===== config.mk =====
export PLATFORM = sky130hd
export DESIGN_NAME = mem_miss_ctrl
export DESIGN_NICKNAME = d
export VERILOG_FILES = /design/src/rtl/mem_miss_ctrl.sv
export SDC_FILE = /design/constraint.sdc
export NUM_CORES = 1
export LEC_CHECK = 0
export BUFFER_PORTS_ARGS = -buffer_cell sky130_fd_sc_hd__buf_2
export CORE_AREA = 2 2 131 133
export CTS_CLUSTER_SIZE = 24
export DETAILED_ROUTE_END_ITERATION = 10
export DIE_AREA = 0 0 133 135
export HOLD_SLACK_MARGIN = 0.12
export MAX_ROUTING_LAYER = met4
export PLACE_DENSITY = 0.8
export SYNTH_ARGS = -nofsm -noshare
export SYNTH_HDL_FRONTEND = slang
export SYNTH_SLANG_ARGS = --single-unit

===== constraint.sdc =====
create_clock -name clk -period 1.8 [get_ports clk]
set_input_delay 0.09 -clock clk [delete_from_list [all_inputs] [get_ports clk]]
set_output_delay 0.09 -clock clk [all_outputs]
set_load 0.01 [all_outputs]

===== src/rtl/mem_miss_ctrl.sv =====
// Miss controller: arbitrates IF fetches and MEM loads/stores onto one backing-memory port.
// Build with MEM_MISS_STATS_EN defined to get the saturating miss-cycle counters.
module mem_miss_ctrl #(
  parameter int unsigned XLEN    = 32,
  parameter int unsigned MEM_LAT = 0
) (
  input  logic            clk,
  input  logic            rst_n,
  input  logic            if_req,
  input  logic [XLEN-1:0] if_addr,
  input  logic            if_adv,
  input  logic            if_kill,
  output logic [XLEN-1:0] if_rdata,
  output logic            fi_miss,
  input  logic            dm_req,
  input  logic            dm_we,
  input  logic [XLEN-1:0] dm_addr,
  input  logic [XLEN-1:0] dm_wdata,
  input  logic [3:0]      dm_be,
  input  logic            dm_adv,
  output logic [XLEN-1:0] dm_rdata,
  output logic            mi_miss,
  output logic            mem_req_valid,
  input  logic            mem_req_ready,
  output logic [XLEN-1:0] mem_addr,
  output logic            mem_we,
  output logic [XLEN-1:0] mem_wdata,
  output logic [3:0]      mem_be,
  input  logic            mem_resp_valid,
  input  logic [XLEN-1:0] mem_rdata,
  output logic [31:0]     stat_if_cyc,
  output logic [31:0]     stat_dm_cyc
);

  localparam int unsigned BE_W   = 4;
  localparam int unsigned STAT_W = 32;

  typedef enum logic [2:0] {
    S_IDLE,
    S_D_REQ,
    S_D_WAIT,
    S_I_REQ,
    S_I_WAIT
  } state_e;

  state_e            state_q;
  logic              if_done_q;
  logic              dm_done_q;
  logic              kill_q;
  logic              mem_req_valid_q;
  logic [XLEN-1:0]   mem_addr_q;
  logic              mem_we_q;
  logic [XLEN-1:0]   mem_wdata_q;
  logic [BE_W-1:0]   mem_be_q;
  logic [XLEN-1:0]   if_rdata_q;
  logic [XLEN-1:0]   dm_rdata_q;

  logic              resp_v;
  logic [XLEN-1:0]   resp_data;
  logic              if_kill_hit;
  logic              unused_addr_lsb;

  // Optional register stage on the memory response path.
  generate
    if (MEM_LAT == 0) begin : g_lat0
      assign resp_v    = mem_resp_valid;
      assign resp_data = mem_rdata;
    end else begin : g_lat1
      logic            resp_v_q;
      logic [XLEN-1:0] resp_data_q;
      always_ff @(posedge clk or negedge rst_n) begin
        if (!rst_n) begin
          resp_v_q    <= 1'b0;
          resp_data_q <= '0;
        end else begin
          resp_v_q    <= mem_resp_valid;
          resp_data_q <= mem_rdata;
        end
      end
      assign resp_v    = resp_v_q;
      assign resp_data = resp_data_q;
    end
  endgenerate

  assign if_kill_hit     = if_kill && ((state_q == S_I_REQ) || (state_q == S_I_WAIT));
  assign unused_addr_lsb = ^if_addr[1:0];

  // Single-outstanding arbiter; data wins because it belongs to the older instruction.
  always_ff @(posedge clk or negedge rst_n) begin
    if (!rst_n) begin
      state_q         <= S_IDLE;
      if_done_q       <= 1'b0;
      dm_done_q       <= 1'b0;
      kill_q          <= 1'b0;
      mem_req_valid_q <= 1'b0;
      mem_addr_q      <= '0;
      mem_we_q        <= 1'b0;
      mem_wdata_q     <= '0;
      mem_be_q        <= '0;
      if_rdata_q      <= '0;
      dm_rdata_q      <= '0;
    end else begin
      if (if_adv || if_kill) begin
        if_done_q <= 1'b0;
      end
      if (dm_adv) begin
        dm_done_q <= 1'b0;
      end
      if (if_kill_hit) begin
        kill_q <= 1'b1;
      end

      unique case (state_q)
        S_IDLE: begin
          if (dm_req && !dm_done_q) begin
            state_q         <= S_D_REQ;
            mem_req_valid_q <= 1'b1;
            mem_addr_q      <= dm_addr;
            mem_we_q        <= dm_we;
            mem_wdata_q     <= dm_wdata;
            mem_be_q        <= dm_be;
          end else if (if_req && !if_done_q) begin
            state_q         <= S_I_REQ;
            mem_req_valid_q <= 1'b1;
            mem_addr_q      <= {if_addr[XLEN-1:2], 2'b00};
            mem_we_q        <= 1'b0;
            mem_wdata_q     <= '0;
            mem_be_q        <= BE_W'(4'hF);
          end
        end
        S_D_REQ: begin
          if (mem_req_ready) begin
            state_q         <= S_D_WAIT;
            mem_req_valid_q <= 1'b0;
          end
        end
        S_D_WAIT: begin
          if (resp_v) begin
            state_q    <= S_IDLE;
            dm_rdata_q <= resp_data;
            dm_done_q  <= 1'b1;
          end
        end
        S_I_REQ: begin
          if (mem_req_ready) begin
            state_q         <= S_I_WAIT;
            mem_req_valid_q <= 1'b0;
          end
        end
        S_I_WAIT: begin
          // A squashed fetch still drains the port but never reports done.
          if (resp_v) begin
            state_q <= S_IDLE;
            kill_q  <= 1'b0;
            if (!(kill_q || if_kill)) begin
              if_rdata_q <= resp_data;
              if_done_q  <= 1'b1;
            end
          end
        end
        default: begin
          state_q         <= S_IDLE;
          mem_req_valid_q <= 1'b0;
        end
      endcase
    end
  end

  assign fi_miss       = if_req && !if_done_q;
  assign mi_miss       = dm_req && !dm_done_q;
  assign if_rdata      = if_rdata_q;
  assign dm_rdata      = dm_rdata_q;
  assign mem_req_valid = mem_req_valid_q;
  assign mem_addr      = mem_addr_q;
  assign mem_we        = mem_we_q;
  assign mem_wdata     = mem_wdata_q;
  assign mem_be        = mem_be_q;

`ifdef MEM_MISS_STATS_EN
  logic [STAT_W-1:0] stat_if_q;
  logic [STAT_W-1:0] stat_dm_q;

  // Saturating miss-cycle counters.
  always_ff @(posedge clk or negedge rst_n) begin
    if (!rst_n) begin
      stat_if_q <= '0;
      stat_dm_q <= '0;
    end else begin
      if (fi_miss && (stat_if_q != STAT_W'(32'hFFFF_FFFF))) begin
        stat_if_q <= stat_if_q + STAT_W'(1);
      end
      if (mi_miss && (stat_dm_q != STAT_W'(32'hFFFF_FFFF))) begin
        stat_dm_q <= stat_dm_q + STAT_W'(1);
      end
    end
  end

  assign stat_if_cyc = stat_if_q;
  assign stat_dm_cyc = stat_dm_q;
`else
  assign stat_if_cyc = '0;
  assign stat_dm_cyc = '0;
`endif

endmodule

==> flow_metrics.env <==
export IMPL_fp_dieW_microns=133
export IMPL_powerDensity_nw_per_um2=1450
export IMPL_max_freq_mhz=584
export IMPL_max_clock_path_buffers=2
export IMPL_outcome="completed"
export IMPL_grt_ovfl_total=0
export IMPL_vias=4974
export IMPL_required_ns=2.09
export IMPL_clock_latency_ns=0.41
export IMPL_area_delta_synth_final_pct=57.6
export IMPL_p_total_mw=14.1
export IMPL_clock_skew_ns=0.00770
export IMPL_layout_common_cells="buf_2, dfrtp_1, dlygate4sd3_1, mux2_2, conb_1"
export IMPL_grt_pass1_vias=5534
export IMPL_synth_area_per_cell_sq_um=14.4
export IMPL_h_tree_depth=4
export IMPL_synth_cells=428
export IMPL_post_synth_top_area_cell="dfrtp_1"
export IMPL_drt_iter0_markers=136
export IMPL_antenna_left=0
export IMPL_utilization=0.592
export IMPL_cts_sinks=140
export IMPL_critical_path_arrival_ns=2.00
export IMPL_io_pins=342
export IMPL_grt_busiest_layer="met2"
export IMPL_yosysSeqAreaShare=0.568
export IMPL_setup_violations=0
export IMPL_finalCriticalPeriod_ns=1.71
export IMPL_n_fill_cell=1240
export IMPL_drv_cap=0
export IMPL_cts_tree="done"
export IMPL_crit_type="reg -> reg"
export IMPL_wl_per_cell_microns=16.9
export IMPL_cp_end_kind="flop"
export IMPL_drive_above_1_share=0.522
export IMPL_fp_dieArea_sq_um=18000
export IMPL_netlist_area_leader_share=0.568
export IMPL_vias_per_cell=4.58
export IMPL_clk_pin_slew_ns=0.06
export IMPL_rows=47
export IMPL_synth_warning_count=0
export IMPL_grt_max_degree=53
export IMPL_grt_util_met2=0.379
export IMPL_place_congestion=0.740
export IMPL_min_delay_path_class="in -> async"
export IMPL_fp_coreArea_sq_um=16400
export IMPL_final_nets=996
export IMPL_layout_commonest_cell="buf_2"
export IMPL_met3_usage=0.0559
export IMPL_drt_pass1_iterations=4
export IMPL_synthTopCellsByArea="dfrtp_1, mux2_2, buf_4"
export IMPL_peakVddDrop_uv=771
export IMPL_cts_root_buffer="clkbuf_16"
export IMPL_grt_pass1_wl_microns=29000
export IMPL_dp_slack_ns=-0.0790
export IMPL_dp_hpwl_microns=10800
export IMPL_start_kind="flop"
export IMPL_period_share=0.951
export IMPL_wl_microns=18300
export IMPL_grt_usage=0.216
export IMPL_start_util=0.376
export IMPL_rsz0062_at_grt="false"
export IMPL_syn_area_sq_um=6170
export IMPL_holdWs_ns=0.174
export IMPL_p_leak_nw=4.99
export IMPL_cts_buffers=17
export IMPL_cp_max_fo=32
export IMPL_antenna_found_initial=0
export IMPL_portBuffers=275
export IMPL_synth_cell_type_count=29
export IMPL_setup_tns_final_ns=0
export IMPL_hold_violations=0
export IMPL_drc=0
export IMPL_die_h_microns=135
export IMPL_antennaDiodeCount=0
export IMPL_finalWorstSetupSlack_ns=0.0888
export IMPL_met1_usage=0.234
export IMPL_ys_seq_elements=140
export IMPL_finalMaxSlewViolations=0
==> synthesized netlist by cell type <==
cell / count
nor2_1: 6
and2_1: 1
o22ai_1: 1
o32ai_1: 1
nand3_1: 1
a22o_1: 35
buf_6: 3
o22a_1: 4
or4_1: 1
nor3_1: 1
inv_1: 3
mux2_4: 29
mux2_2: 95
conb_1: 1
nand2_1: 8
dfrtp_1: 140
or3_1: 2
buf_4: 67
o21ai_0: 1
a21boi_2: 1
clkbuf_1: 6
a21oi_1: 1
nor4b_1: 1
o21ai_1: 1
a21boi_0: 1
buf_2: 10
nand2b_1: 5
a221oi_1: 1
a31oi_1: 1
==> repair_timing <==
item | CTS | global route
setup endpoints to repair | 32 | 35
hold endpoints to repair | 280 | 0
pin swaps | 0 | 1
hold buffers | 139 | 0
gates resized for setup | 2 | 1
cloned | 1 | 0
buffers inserted | 0 | 0
==> state kept, by name (all words and copies together), names as in the netlist <==
name and cells:
mem_addr 32, mem_wdata 32, kill_q 1, mem_be 4, if_done_q 1, mem_we 1, dm_done_q 1, state_q 3
mem_req_valid 1, dm_rdata 32, if_rdata 32
==> cell type report <==
cell class / instances / area, sq um / share of cell area
Clock buffer: 18 / 439 / 0.0452
Multi-Input combinational cell: 262 / 2310 / 0.238
Tap cell: 220 / 275 / 0.0283
Inverter: 3 / 11.3 / 0.00116
Timing Repair Buffer: 430 / 3010 / 0.310
Sequential cell: 140 / 3500 / 0.361
Clock inverter: 13 / 164 / 0.0169
==> layer usage <==
metal	up-vias	share of wire
met5	-	0
met4	0	0.026
met3	42	0.066
met2	253	0.53
met1	2434	0.38
li1	2245	-
==> report_power, final <==
group / internal, mW / switching [mW] / leakage, nW / total (mW)
sequential: 4.43 / 0.692 / 1.74 / 5.13
clock: 2.22 / 1.34 / 0.293 / 3.56
combinational: 2.87 / 2.55 / 2.96 / 5.42
total: 9.52 / 4.58 / 4.99 / 14.1
==> critical path, stage by stage, from the launching register on <==
cell and delay (ns):
dfrtp_1 0.38, buf_4 0.14, buf_4 0.14, nand2b_1 0.21, nor2_4 0.13, buf_12 0.21
mux2_2 0.36
==> cell families after synthesis <==
group,count (synthesis),synth area share
other,1,0.000608
multiplexers,124,0.244
AND/OR/NAND/NOR,26,0.0209
AO/OA/AOI/OAI,48,0.0657
buffers and inverters,89,0.101
flip-flops,140,0.568
==> stage by stage <==
| stage | area (sq um) | std cells |
|---|---|---|
| 3_5_place_dp | 7690 | 915 |
| 3_3_place_gp | 7690 | 915 |
| 5_1_grt | 9720 | 1086 |
| 4_1_cts | 9710 | 1086 |
| 2_1_floorplan | 6400 | 491 |
| 6_report | 9720 | 1086 |
==> final timing paths <==
path	endpoint	slack, ns	startpoint	cells past startpoint
min in group clk	state_q[1]	0.22	if_req	4
worst min-delay path	dm_rdata[6]	0.17	rst_n	2
max in group asynchronous	mem_wdata[22]	1.01	rst_n	3
worst max-delay path	dm_rdata[29]	0.09	state_q[2]	6
worst max register to register	dm_rdata[29]	0.09	state_q[2]	6
worst min register to register	if_done_q	0.48	if_done_q	2
Note: power is estimated with default switching activity, not from simulation.
